--- src/rtl/uart_receiver.sv ---
// uart_receiver: 16x-oversampled UART receive path with a 2-flop input
// synchronizer, a start/data/stop framing FSM and a one-deep output
// holding register with sticky error flags.
// Optional feature: define UART_RX_PARITY_EN to expect one even-parity bit
// between the data bits and the stop bit (adds the PARITY state).
module uart_receiver #(
    parameter int DATA_BITS = 8
) (
    input  logic                 clock,
    input  logic                 reset,
    input  logic                 uart_tick_16,
    input  logic                 rx,
    output logic [DATA_BITS-1:0] data_out,
    output logic                 data_ready,
    input  logic                 data_ack,
    output logic                 frame_error,
    output logic                 overrun,
    output logic                 parity_error,
    output logic                 busy
);

`ifdef UART_RX_PARITY_EN
    typedef enum logic [2:0] {IDLE, START, DATA, PARITY, STOP} state_t;
`else
    typedef enum logic [2:0] {IDLE, START, DATA, STOP} state_t;
`endif

    localparam logic [2:0] LAST_BIT = 3'(DATA_BITS - 1);

    state_t                 state_q, state_d;
    logic [3:0]             cnt_q, cnt_d;
    logic [2:0]             bit_idx_q, bit_idx_d;
    logic [DATA_BITS-1:0]   shift_q, shift_d;
    logic                   sync1_q, sync1_d;
    logic                   rx_s_q, rx_s_d;
    logic                   prev_q, prev_d;
    logic [DATA_BITS-1:0]   data_out_q, data_out_d;
    logic                   data_ready_q, data_ready_d;
    logic                   frame_error_q, frame_error_d;
    logic                   overrun_q, overrun_d;
    logic                   parity_error_q, parity_error_d;
    logic                   accept;

    // Next-state, sampling and output-register logic; ticks gate all framing progress.
    always_comb begin
        state_d        = state_q;
        cnt_d          = cnt_q;
        bit_idx_d      = bit_idx_q;
        shift_d        = shift_q;
        sync1_d        = rx;
        rx_s_d         = sync1_q;
        prev_d         = prev_q;
        data_out_d     = data_out_q;
        data_ready_d   = data_ready_q;
        frame_error_d  = frame_error_q;
        overrun_d      = overrun_q;
        parity_error_d = parity_error_q;
        accept         = 1'b0;

        // A read strobe clears the holding register and every sticky flag;
        // events later in this cycle take priority over the clear.
        if (data_ack) begin
            data_ready_d   = 1'b0;
            frame_error_d  = 1'b0;
            overrun_d      = 1'b0;
            parity_error_d = 1'b0;
        end

        if (uart_tick_16) begin
            // prev_q remembers rx_s at the previous tick; after a break it
            // stays low until the line is seen high again, blocking false starts.
            prev_d = rx_s_q;
            cnt_d  = cnt_q + 4'd1;
            case (state_q)
                IDLE: begin
                    cnt_d = 4'd0;
                    if (!rx_s_q && prev_q) begin
                        state_d = START;
                    end
                end
                START: begin
                    if (cnt_q == 4'd7) begin
                        cnt_d     = 4'd0;
                        bit_idx_d = 3'd0;
                        state_d   = rx_s_q ? IDLE : DATA;
                    end
                end
                DATA: begin
                    if (cnt_q == 4'd15) begin
                        shift_d   = {rx_s_q, shift_q[DATA_BITS-1:1]};
                        bit_idx_d = bit_idx_q + 3'd1;
                        if (bit_idx_q == LAST_BIT) begin
`ifdef UART_RX_PARITY_EN
                            state_d = PARITY;
`else
                            state_d = STOP;
`endif
                        end
                    end
                end
`ifdef UART_RX_PARITY_EN
                PARITY: begin
                    if (cnt_q == 4'd15) begin
                        if (rx_s_q != (^shift_q)) begin
                            parity_error_d = 1'b1;
                        end
                        state_d = STOP;
                    end
                end
`endif
                STOP: begin
                    if (cnt_q == 4'd15) begin
                        state_d = IDLE;
                        if (rx_s_q) begin
                            accept = 1'b1;
                        end else begin
                            frame_error_d = 1'b1;
                        end
                    end
                end
                default: begin
                    state_d = IDLE;
                    cnt_d   = 4'd0;
                end
            endcase
        end

        // A completed frame lands only if the holding register is free
        // (or being read this very cycle); otherwise it is dropped.
        if (accept) begin
            if (!data_ready_q || data_ack) begin
                data_out_d   = shift_q;
                data_ready_d = 1'b1;
            end else begin
                overrun_d = 1'b1;
            end
        end
    end

    // Control, synchronizer and output registers with synchronous reset.
    always_ff @(posedge clock) begin
        if (reset) begin
            state_q        <= IDLE;
            cnt_q          <= 4'd0;
            bit_idx_q      <= 3'd0;
            sync1_q        <= 1'b1;
            rx_s_q         <= 1'b1;
            prev_q         <= 1'b1;
            data_out_q     <= '0;
            data_ready_q   <= 1'b0;
            frame_error_q  <= 1'b0;
            overrun_q      <= 1'b0;
            parity_error_q <= 1'b0;
        end else begin
            state_q        <= state_d;
            cnt_q          <= cnt_d;
            bit_idx_q      <= bit_idx_d;
            sync1_q        <= sync1_d;
            rx_s_q         <= rx_s_d;
            prev_q         <= prev_d;
            data_out_q     <= data_out_d;
            data_ready_q   <= data_ready_d;
            frame_error_q  <= frame_error_d;
            overrun_q      <= overrun_d;
            parity_error_q <= parity_error_d;
        end
    end

    // Shift register is pure datapath; it is fully rewritten before use.
    always_ff @(posedge clock) begin
        shift_q <= shift_d;
    end

    assign data_out    = data_out_q;
    assign data_ready  = data_ready_q;
    assign frame_error = frame_error_q;
    assign overrun     = overrun_q;
    assign busy        = (state_q != IDLE);
`ifdef UART_RX_PARITY_EN
    assign parity_error = parity_error_q;
`else
    assign parity_error = 1'b0;
`endif

endmodule
--- config.mk ---
export PLATFORM = sky130hd
export DESIGN_NAME = uart_receiver
export DESIGN_NICKNAME = d
export VERILOG_FILES = /design/src/rtl/uart_receiver.sv
export SDC_FILE = /design/constraint.sdc
export NUM_CORES = 1
export LEC_CHECK = 0
export CAP_MARGIN = 0
export CORE_MARGIN = 1
export CORE_UTILIZATION = 30
export CTS_BUF_LIST = sky130_fd_sc_hd__clkbuf_4 sky130_fd_sc_hd__clkbuf_8
export CTS_CLUSTER_DIAMETER = 50
export DETAILED_ROUTE_END_ITERATION = 10
export SLEW_MARGIN = 20
export SYNTH_ARGS = -nofsm -noshare
export SYNTH_HDL_FRONTEND = slang
export SYNTH_SLANG_ARGS = --single-unit
--- constraint.sdc ---
create_clock -name clock -period 5 [get_ports clock]
set_clock_uncertainty 0.15 [all_clocks]
set_input_delay 1 -clock clock [delete_from_list [all_inputs] [get_ports clock]]
set_output_delay 1 -clock clock [all_outputs]
set_load 0.03 [all_outputs]
**Yosys cells after proc, flatten, opt, wreduce, memory -nomap -nowiden**

Cells that the tools add are included.

- Register bits after elaboration: 32
- Output and inout bits: 13

- $add $sub $neg: 2
- Equality and inequality tests: 11
- Multiplexer cells: 27
- Reductions and logical operators: 12

Operator list:

| cell | number |
|---|---|
| 3-bit 2-to-1 mux | 7 |
| 1-bit 2-to-1 mux | 15 |
| 3-bit one-hot mux with 4 select lines | 1 |
| 2-bit inequality test, second input constant | 5 |
| 4-bit one-hot mux with 2 select lines | 1 |
| 3-bit by 2-bit equality test with 1-bit output, second input constant | 2 |
| 3-bit one-hot mux with 2 select lines | 1 |
| 6-bit AND reduction | 1 |
| 4-bit by 1-bit adder with 4-bit output, second input constant | 1 |
| 4-bit by 3-bit equality test with 1-bit output, second input constant | 1 |
| 4-bit equality test, second input constant | 1 |
| 4-bit 2-to-1 mux | 1 |
| 4-bit AND reduction | 1 |
| 3-bit by 1-bit adder with 3-bit output, second input constant | 1 |
| 3-bit by 1-bit equality test with 1-bit output, second input constant | 1 |
| 3-bit equality test, second input constant | 1 |
| 3-bit zero test | 1 |
| 3-bit AND reduction | 1 |
| 3-bit nonzero test | 1 |
| 1-bit zero test | 2 |
| 2-bit 2-to-1 mux | 1 |
| 2-bit AND reduction | 1 |
| 2-bit nonzero test | 1 |
| 2-bit OR reduction | 1 |
| other kinds (2) | 2 |

**Logic depth before layout (Yosys ltp)**

Gate-level depths: netlist of run 1.

- Depth after elaboration: 5
- Gate-level depth with buffers: 5
- Depth with buffers taken out: 5

**Worst setup path before layout of run 1**

OpenSTA, ideal clock, no wires.

- Path type: input to register
- Start point: in uart_tick_16
- End point: reg shift_q[0], enable pin
- Arrival time: 1.791 ns
- Required time: 4.464 ns
- Setup slack: 2.673 ns
- Stages: 2
- Cells stage by stage: nand3_4 -> nor3_1

- Longest elaborated chain between the ends: 1

Ends and longest elaborated chain:

| what | line | text |
|---|---|---|
| from (decl) | 11 | `input logic uart_tick_16,` |
| 3-bit AND reduction (no source line) | - |  |
| to (signal assigned) | 171 | `shift_q <= shift_d;` |
| to (decl) | 33 | `logic [DATA_BITS-1:0] shift_q, shift_d;` |

No other way between the ends.
A chain may end at the register's enable or synchronous reset.

**Worst setup path after layout of run 1**

- Start point: reg state_q[1]
- End point: out busy

- Longest elaborated chain between the ends: 1

Ends and longest elaborated chain:

| what | line | text |
|---|---|---|
| from (decl) | 30 | `state_t state_q, state_d;` |
| from (signal assigned) | 155 | `state_q <= state_d;` |
| 3-bit nonzero test | 178 | `assign busy = (state_q != IDLE);` |
| to (decl) | 19 | `output logic busy` |

No other way between the ends.

==> reports/qor.txt, run 1 <==
Largest fanout on the critical path: 12
Synth Net Count: 128
Leading post-synthesis cells by instance count: sky130_fd_sc_hd__dfxtp_1, sky130_fd_sc_hd__nor2_1, sky130_fd_sc_hd__mux2i_1
Tightest Pin Transition: 0.8023 ns
Switching part of the total power: 0.2079
First-pass DRT Iterations: 4
Min Tclk post-route: 2.819 ns
Critical path endpoint: busy
Ys flop type: sky130_fd_sc_hd__dfxtp_1
Number of enable flip-flop cells after synthesis: 8
Die area: 4570 µm²
Cell-internal power: 0.0003748 W
Sequential standard cell area: 700.7 µm²
Clk network pwr share: 0.409
TritonCTS buffer count: 5
Count of nets after finishing: 146
Layout cell share with drive strength beyond 1: 0.1151
Mean instance size in the synthesized netlist: 10.76 µm²
Register-to-register setup slack: 3.12 ns
Sequential Power Share: 0.550
Lkg Pwr: 0.5529 nW
Placeable core region: 4058 µm²
Setup Fix Bufs, Post-CTS: 0
CP Class: reg -> out
Total DRC errors in the routed layout: 0
Maximum buffer depth of the clock tree: 2
Antenna-violating nets left: 0
Unique masters post-synth: 34
CTS Sinks: 31
Power density over the cells: 299.2 nW/µm²
Result of the run: finished clean
Initial antenna violation count: 0
Input/output buffers: 16
Fillers: 395
Flip-flop and latch count after synthesis: 31
Share of synthesized area occupied by flip-flops and latches: 0.5426
Setup TNS: 0 ns
Tightest Hold Check Type: reg -> reg
Root buffer cell: sky130_fd_sc_hd__clkbuf_8
Net switching power: 0.00009839 W
Worst path required time: 3.85 ns
CTS tree: yes
Count of standard-cell rows: 23
Area taken by multi-input logic gates: 561.8 µm²
Detailed Place HPWL: 1573 µm
Post-Syn Instances: 120
Starting utilization of the core area: 0.3182
Area added between synthesis and finish: 22.48%
Maximum level of the CTS H-tree: 2
Worst R2R End: data_out[6]$_SDFFE_PP0P_
Main area contributors after synthesis: sky130_fd_sc_hd__dfxtp_1, sky130_fd_sc_hd__edfxtp_1, sky130_fd_sc_hd__mux2i_1, sky130_fd_sc_hd__nand2b_1, sky130_fd_sc_hd__nor2_1
Top-level I/O count: 18
Global-route wire length before repair: 3836 µm
Average vias per placed instance: 4.714
Post-synthesis instance area: 1291 µm²
Post-CTS clock slew at the launch and capture registers of the worst setup and hold paths: 0.06 ns
Setup repair after global routing missed its margin: no
Rel. slew slack: 0.4634
Number of global-route vias before repair: 903
Signal arrival time at the worst endpoint: 1.67 ns
Max-capacitance violation count: 0
Relative contribution of combinational cells to total power: 0.041
Final Instance Count excl. Fillers: 189
Slew Limit Fails: 0
Worst Setup SP: state_q[1]$_SDFFE_PP0P_
Insertion delay of the later-clocked pin in the worst-skew pair: 0.28 ns
Fmax achieved: 354.7 MHz
Synth warn: 0
ANT cells: 0
Residual overflow from global routing: 0
Post-synthesis cell type with the largest combined area: sky130_fd_sc_hd__dfxtp_1
Number of buffers inserted for hold repair after clock tree synthesis: 0
Final Hold Viols: 0
Vias: 891
Top-area cell type share of the netlist area: 0.3566
Largest vdd supply drop: 162.5 µV
Final Routed Wirelength: 2173 µm
Placed cells: 181
Die H: 67.61 µm
Fraction of the cycle the final worst path needs: 0.5639
Kind of end point of the critical path: primary output
Number of cells upsized or downsized after cts: 0
Final GP Congestion: 0.7094
DR iter-0 viols: 25
Maximum number of pins on one net before global-route repair: 26
Critical R2R Launch: cnt_q[0]$_SDFFE_PP0P_
Endpoints failing setup: 0
Kind of start point of the critical path: register
Width of the die: 67.61 µm
Path depth of the worst reg2reg path: 5
Number of instances on the worst hold path: 1
DR WL/cell: 11.50 µm
Most common cell in the netlist: sky130_fd_sc_hd__dfxtp_1
Overall global routing resource usage: 0.1159
Share of async-settable or async-resettable flops after synthesis: 0
==> critical path, stage by stage (launching register included) <==
cell and delay (ns):
sky130_fd_sc_hd__dfxtp_1 0.53, sky130_fd_sc_hd__nor2_1 0.14, sky130_fd_sc_hd__inv_1 0.07, sky130_fd_sc_hd__clkdlybuf4s50_1 0.66
==> logic make-up (layout without fill, tap and decap cells) <==
kind of cell / count (synthesis) / count (layout) / share of synthesized area
simple gates: 50 / 50 / 0.2296
compound gates: 17 / 17 / 0.08333
flops: 31 / 31 / 0.5426
buf+inv: 7 / 26 / 0.02616
mux: 11 / 11 / 0.08624
other cells: 1 / 1 / 0.002904
fa+ha+maj: 3 / 3 / 0.02907
==> power by group through the flow <==
stage | logic (W) | registers (W) | clock network (W)
2_1_floorplan | 0.0000133 | 0.000265 | 0
3_3_place_gp | 0.0000192 | 0.000266 | 0
6_report | 0.0000193 | 0.000260 | 0.000194
4_1_cts | 0.0000197 | 0.000260 | 0.000202
3_5_place_dp | 0.0000197 | 0.000266 | 0
5_1_grt | 0.0000219 | 0.000260 | 0.000210
==> state kept, by name, summed over array words and instances, names as in the netlist <==
name	flops
data_ready	1
cnt_q	4
rx_s_q	1
rx_s_d	1
frame_error	1
bit_idx_q	3
prev_q	1
state_q	2
overrun	1
data_out	8
shift_q	8
==> placed cells by master (no fill, tap or decap) <==
| cell type | instances |
|---|---|
| sky130_fd_sc_hd__dfxtp_1 | 23 |
| sky130_fd_sc_hd__nor2b_1 | 3 |
| sky130_fd_sc_hd__nor3_2 | 1 |
| sky130_fd_sc_hd__mux2_1 | 1 |
| sky130_fd_sc_hd__nand2b_1 | 9 |
| sky130_fd_sc_hd__a31oi_1 | 1 |
| sky130_fd_sc_hd__o21ba_2 | 1 |
| sky130_fd_sc_hd__o21ai_0 | 1 |
| sky130_fd_sc_hd__and3_1 | 2 |
| sky130_fd_sc_hd__nor3b_1 | 1 |
| sky130_fd_sc_hd__clkinv_2 | 1 |
| sky130_fd_sc_hd__inv_1 | 2 |
| sky130_fd_sc_hd__and3b_1 | 1 |
| sky130_fd_sc_hd__nor3_4 | 1 |
| sky130_fd_sc_hd__nand3_1 | 3 |
| sky130_fd_sc_hd__nor3_1 | 3 |
| sky130_fd_sc_hd__conb_1 | 1 |
| sky130_fd_sc_hd__a211o_1 | 1 |
| sky130_fd_sc_hd__or4_1 | 1 |
| sky130_fd_sc_hd__nand3_4 | 1 |
| sky130_fd_sc_hd__o21bai_1 | 2 |
| sky130_fd_sc_hd__clkbuf_8 | 5 |
| sky130_fd_sc_hd__nand3b_1 | 2 |
| sky130_fd_sc_hd__clkdlybuf4s50_1 | 16 |
| sky130_fd_sc_hd__ha_1 | 3 |
| sky130_fd_sc_hd__edfxtp_1 | 8 |
| sky130_fd_sc_hd__nand2_1 | 3 |
| sky130_fd_sc_hd__or2_2 | 2 |
| sky130_fd_sc_hd__a21oi_2 | 1 |
| sky130_fd_sc_hd__nand4_2 | 1 |
| sky130_fd_sc_hd__o2bb2ai_1 | 1 |
| sky130_fd_sc_hd__clkbuf_4 | 2 |
| sky130_fd_sc_hd__a21oi_1 | 8 |
| sky130_fd_sc_hd__or3b_1 | 1 |
| sky130_fd_sc_hd__mux2i_1 | 10 |
| sky130_fd_sc_hd__o21ai_1 | 1 |
| sky130_fd_sc_hd__nor2_1 | 15 |
==> worst min-delay path by stage <==
stage                            from                end
detailed placement  rx_s_d$_SDFF_PP1_  rx_s_q$_SDFF_PP1_
global placement    rx_s_d$_SDFF_PP1_  rx_s_q$_SDFF_PP1_
finish              rx_s_d$_SDFF_PP1_  rx_s_q$_SDFF_PP1_
CTS                 rx_s_d$_SDFF_PP1_  rx_s_q$_SDFF_PP1_
floorplan           rx_s_d$_SDFF_PP1_  rx_s_q$_SDFF_PP1_
global route        rx_s_d$_SDFF_PP1_  rx_s_q$_SDFF_PP1_
==> metal layers <==
layer / routed length (µm) / share of wire / track usage / up-vias
li1: - / - / - / 453
met1: 969 / 0.45 / 0.1242 / 417
met2: 1069 / 0.49 / 0.1968 / 16
met3: 95 / 0.044 / 0.04054 / 5
met4: 39 / 0.018 / 0.06383 / 0
met5: 0 / 0 / 0 / -
==> through the flow <==
step	total power (W)	setup slack [ns]	hold slack (ns)	utilization	instance area [µm²]
5_1_grt	0.0004920	2.039	0.2721	0.3898	1582
6_report	0.0004732	2.181	0.2581	0.3898	1582
3_5_place_dp	0.0002854	1.517	0.2463	0.3666	1488
3_3_place_gp	0.0002850	1.737	0.2445	0.3666	1488
2_1_floorplan	0.0002785	2.673	0.2395	-	1291
4_1_cts	0.0004821	1.848	0.2612	0.3885	1577
==> layout make-up <==
| cell class | instances | area share |
|---|---|---|
| multi-input combinational | 82 | 0.3552 |
| timing repair buffer | 16 | 0.1013 |
| sequential | 31 | 0.4430 |
| tap | 50 | 0.03956 |
| clock buffer | 7 | 0.05301 |
| clock inverter | 1 | 0.003165 |
| inverter | 2 | 0.004747 |
Note: power is estimated with default switching activity, not from simulation.
==> run 2: changes to the inputs <==
clock period = 2.8 ns   (was 5 ns; I/O delays follow)
==> run 2 against run 1 <==
  * Routed wire length is 6.6% higher
  * Global-route usage is 0.70 points higher
  * Critical path depth stayed put
  * Critical path type unchanged
  * Largest power group unchanged
  * Largest cell class unchanged
==> reports/qor.txt, run 2 (same netlist as run 1, synthesis figures left out) <==
Post-Layout Inst Area: 1588 µm²
Tightest Hold Check Type: reg -> reg
Endpoints failing setup: 0
Area added between synthesis and finish: 22.96%
Most frequent cells in the layout: sky130_fd_sc_hd__dfxtp_1, sky130_fd_sc_hd__clkdlybuf4s50_1, sky130_fd_sc_hd__nor2_1
Largest fanout on the critical path: 12
Net switching power: 0.0001827 W
Top-level I/O count: 18
Tightest Pin Transition: 0.5285 ns
Antenna-violating nets left: 0
Power density over the cells: 519.9 nW/µm²
Fmax achieved: 415.3 MHz
Final Instance Count excl. Fillers: 191
Worst path cell trace: nor2_1, inv_1, clkdlybuf4s50_1
Kind of start point of the critical path: register
Vias: 905
Maximum number of pins on one net before global-route repair: 17
Final Hold Viols: 0
Setup TNS: 0 ns
Relative contribution of combinational cells to total power: 0.046
DR iter-0 viols: 37
Largest vdd supply drop: 237.0 µV
CTS tree: yes
ANT cells: 0
Register-to-register setup slack: 0.93 ns
Leading cell type in the layout, fill and taps excluded: sky130_fd_sc_hd__dfxtp_1
Total DRC errors in the routed layout: 0
Rel. slew slack: 0.6465
Width of the die: 67.61 µm
Detailed Place HPWL: 1638 µm
Slowest cell delay on critical path: 0.66 ns
Lkg Pwr: 0.5602 nW
CP Class: reg -> out
Count of standard-cell rows: 23
Fraction of the cycle the final worst path needs: 0.8599
TritonCTS buffer count: 5
Switching part of the total power: 0.2214
Average vias per placed instance: 4.738
Signal arrival time at the worst endpoint: 1.70 ns
Starting utilization of the core area: 0.3182
Number of global-route vias before repair: 861
Category of cells accounting for the largest share of critical-path delay: buffers and inverters
Min Tclk post-route: 2.408 ns
Setup Fix Bufs, Post-CTS: 0
Placed cells: 184
PnR Total Power: 0.0008255 W
Setup repair after global routing missed its margin: no
Die area: 4570 µm²
Placeable core region: 4058 µm²
Die H: 67.61 µm
CTS Sinks: 31
Number of buffers and inverters on the critical path: 2
Result of the run: finished clean
Final Routed Wirelength: 2317 µm
Global-route wire length before repair: 3953 µm
Overall global routing resource usage: 0.1228
Worst path required time: 2.09 ns
Initial antenna violation count: 0
Layout cell share with drive strength beyond 1: 0.1135
Cell-internal power: 0.0006428 W
Sequential Power Share: 0.563
Residual overflow from global routing: 0
Dpl cell area: 1510 µm²
Post-CTS clock slew at the launch and capture registers of the worst setup and hold paths: 0.06 ns
Number of cells upsized or downsized after cts: 0
CP max-delay cell: sky130_fd_sc_hd__clkdlybuf4s50_1
Fillers: 411
Min Hold Slack: 0.2595 ns
Number of buffers inserted for hold repair after clock tree synthesis: 0
Count of nets after finishing: 149
Insertion delay of the later-clocked pin in the worst-skew pair: 0.28 ns
Maximum level of the CTS H-tree: 2
Maximum buffer depth of the clock tree: 2
Final GP Congestion: 0.7000
Max-capacitance violation count: 0
Clk network pwr share: 0.391
Input/output buffers: 16
Kind of end point of the critical path: primary output
Root buffer cell: sky130_fd_sc_hd__clkbuf_8
First-pass DRT Iterations: 4
DR WL/cell: 12.13 µm
Slew Limit Fails: 0
## run 2: worst reg2reg max path, stage by stage (launching register included)
cell	delay, ns
sky130_fd_sc_hd__dfxtp_1	0.37
sky130_fd_sc_hd__ha_1	0.27
sky130_fd_sc_hd__nand3_4	0.14
sky130_fd_sc_hd__nor3_4	0.51
sky130_fd_sc_hd__mux2i_1	0.26
sky130_fd_sc_hd__nor2_1	0.06
## run 2: path summary, 6_finish.rpt
check / endpoint / startpoint / cells past startpoint
min: rx_s_q$_SDFF_PP1_ / rx_s_d$_SDFF_PP1_ / 1
max: busy / state_q[1]$_SDFFE_PP0P_ / 3
min reg2reg: rx_s_q$_SDFF_PP1_ / rx_s_d$_SDFF_PP1_ / 1
max reg2reg: data_out[5]$_SDFFE_PP0P_ / cnt_q[0]$_SDFFE_PP0P_ / 5
## run 2: final cells by class
class	count	area [µm²]	area share
clock buffers	5	68.82	0.04334
repair buffers	19	182.7	0.1151
multi-input cells	82	556.8	0.3507
well taps	50	62.56	0.03940
flip-flops and latches	31	700.7	0.4413
clock inverters	2	8.758	0.005516
inverters	2	7.507	0.004728
## run 2: power by group through the flow
stage               clock (W)  combinational [W]  sequential, W
finish               0.000323          0.0000377       0.000465
global route         0.000352          0.0000416       0.000465
CTS                  0.000335          0.0000377       0.000465
detailed placement          0          0.0000377       0.000475
global placement            0          0.0000367       0.000475
floorplan                   0          0.0000237       0.000474
## run 2: stage by stage
stage,setup slack (ns),util
after detailed placement,0.4808,0.3722
after CTS,0.3619,0.3913
after floorplan,0.8602,-
after global placement,0.5288,0.3722
after global routing,0.2842,0.3913
final,0.3924,0.3913
## run 2: routing by layer
metal,track usage,part of all wire,vias to the layer above
li1,-,-,456
met1,0.1352,0.47,422
met2,0.1955,0.46,20
met3,0.04223,0.040,7
met4,0.08777,0.029,0
met5,0,0,-
==> run 3: changes to the inputs <==
CORE_MARGIN = 2   (was 1)
CTS_CLUSTER_SIZE = 14   (was unset)
==> run 3 against run 2 <==
  * Sequential power hardly changed
  * First-iteration DRC count grew 14%
  * Setup slack better by 0.028 ns
  * Critical path depth unchanged
  * Clock-buffer cell count did not move
  * Worst hold slack improved by 0.0053 ns
  * Routed wire length is 0.65% higher
  * Highest routed layer unchanged
==> reports/qor.txt, run 3 (same netlist as run 1, synthesis figures left out) <==
Overall global routing resource usage: 0.1106
Final GP Congestion: 0.7011
Kind of start point of the critical path: register
Count of standard-cell rows: 23
Insertion delay of the later-clocked pin in the worst-skew pair: 0.28 ns
Fillers: 394
Maximum buffer depth of the clock tree: 2
Number of global-route vias before repair: 905
Max-capacitance violation count: 0
Vias: 882
TritonCTS buffer count: 5
Residual overflow from global routing: 0
Signal arrival time at the worst endpoint: 1.67 ns
Layout cell share with drive strength beyond 1: 0.1197
Final Hold Viols: 0
Final Routed Wirelength: 2332 µm
Maximum level of the CTS H-tree: 2
Fmax achieved: 420.3 MHz
CTS tree: yes
Most frequent cells in the layout: sky130_fd_sc_hd__dfxtp_1, sky130_fd_sc_hd__clkdlybuf4s50_1, sky130_fd_sc_hd__nor2_1
Maximum number of pins on one net before global-route repair: 15
Placeable core region: 4058 µm²
Rel. slew slack: 0.6505
Fraction of the cycle the final worst path needs: 0.8498
Power density over the cells: 573.1 nW/µm²
Die area: 4845 µm²
Setup repair after global routing missed its margin: no
Top-level I/O count: 18
Input/output buffers: 16
Min Hold Slack: 0.2649 ns
Kind of end point of the critical path: primary output
Post-CTS clock slew at the launch and capture registers of the worst setup and hold paths: 0.06 ns
Antenna-violating nets left: 0
DR WL/cell: 12.15 µm
Largest vdd supply drop: 339.7 µV
Leading cell type in the layout, fill and taps excluded: sky130_fd_sc_hd__dfxtp_1
ANT cells: 0
Average vias per placed instance: 4.594
Min Tclk post-route: 2.379 ns
Number of cells upsized or downsized after cts: 0
PnR Total Power: 0.0009272 W
Tightest Pin Transition: 0.5226 ns
Dpl cell area: 1510 µm²
Initial antenna violation count: 0
Core utilization of the finished layout: 0.3987
Starting utilization of the core area: 0.3182
Setup TNS: 0 ns
Largest fanout on the critical path: 12
CP max-delay cell: sky130_fd_sc_hd__clkdlybuf4s50_1
CP Class: reg -> out
Root buffer cell: sky130_fd_sc_hd__clkbuf_8
CTS Sinks: 31
Number of buffers inserted for hold repair after clock tree synthesis: 0
Global-route wire length before repair: 4133 µm
Count of nets after finishing: 149
Endpoints failing setup: 0
Tightest Hold Check Type: reg -> reg
Lkg Pwr: 0.5743 nW
Post-Layout Inst Area: 1618 µm²
Slowest cell delay on critical path: 0.66 ns
Worst path cell trace: nor2_1, inv_1, clkdlybuf4s50_1
Width of the die: 69.61 µm
DR iter-0 viols: 42
Result of the run: finished clean
Setup Fix Bufs, Post-CTS: 0
First-pass DRT Iterations: 4
Worst path required time: 2.09 ns
Slew Limit Fails: 0
Total DRC errors in the routed layout: 0
Die H: 69.61 µm
Area added between synthesis and finish: 25.29%
Detailed Place HPWL: 1705 µm
## run 3: cell types whose count changed in the layout (fill, tap and decap cells not counted), sizes merged
cell	previous run	this run
bufinv	0	1
## run 3: final cells by class
type | count | area [µm²] | area share
Sequential cell | 31 | 700.7 | 0.4331
Multi-Input combinational cell | 82 | 556.8 | 0.3442
Timing Repair Buffer | 19 | 182.7 | 0.1129
Clock buffer | 5 | 68.82 | 0.04254
Tap cell | 50 | 62.56 | 0.03867
Clock inverter | 3 | 38.79 | 0.02398
Inverter | 2 | 7.507 | 0.004640
## run 3: per-layer routing
layer,part of all wire,routed length (µm),global-route usage,up-vias
met5,0,0,0,-
met4,0.0094,22,0.04575,0
met3,0.054,127,0.05378,2
met2,0.47,1096,0.1784,20
met1,0.47,1086,0.1243,402
li1,-,-,-,458
## run 3: path summary, 6_finish.rpt
kind,cells past startpoint,endpoint,slack [ns],from
setup / recovery,3,busy,0.42,state_q[1]$_SDFFE_PP0P_
hold / removal,1,rx_s_q$_SDFF_PP1_,0.26,rx_s_d$_SDFF_PP1_
setup reg to reg,5,data_out[0]$_SDFFE_PP0P_,0.96,cnt_q[0]$_SDFFE_PP0P_
hold reg to reg,1,rx_s_q$_SDFF_PP1_,0.26,rx_s_d$_SDFF_PP1_
## run 3: critical path, delay by kind of cell, from the launching register on
kind	cells	cell delay (ns)
buffers and inverters	2	0.73
flip-flops	1	0.53
AND/OR/NAND/NOR	1	0.13
## run 3: power breakdown
group,switching [W],total (W),internal [W],leakage (nW)
clock network,0.000165,0.000425,0.000260,0.0556
logic,0.0000203,0.0000371,0.0000169,0.261
registers,0.00000378,0.000465,0.000461,0.258
total,0.000189,0.000927,0.000738,0.574
## run 3: metrics by stage
stage | setup WS [ns] | std cells
6_report | 0.4205 | 192
3_5_place_dp | 0.4850 | 184
3_3_place_gp | 0.5487 | 184
4_1_cts | 0.4036 | 192
5_1_grt | 0.3400 | 192
2_1_floorplan | 0.8602 | 120
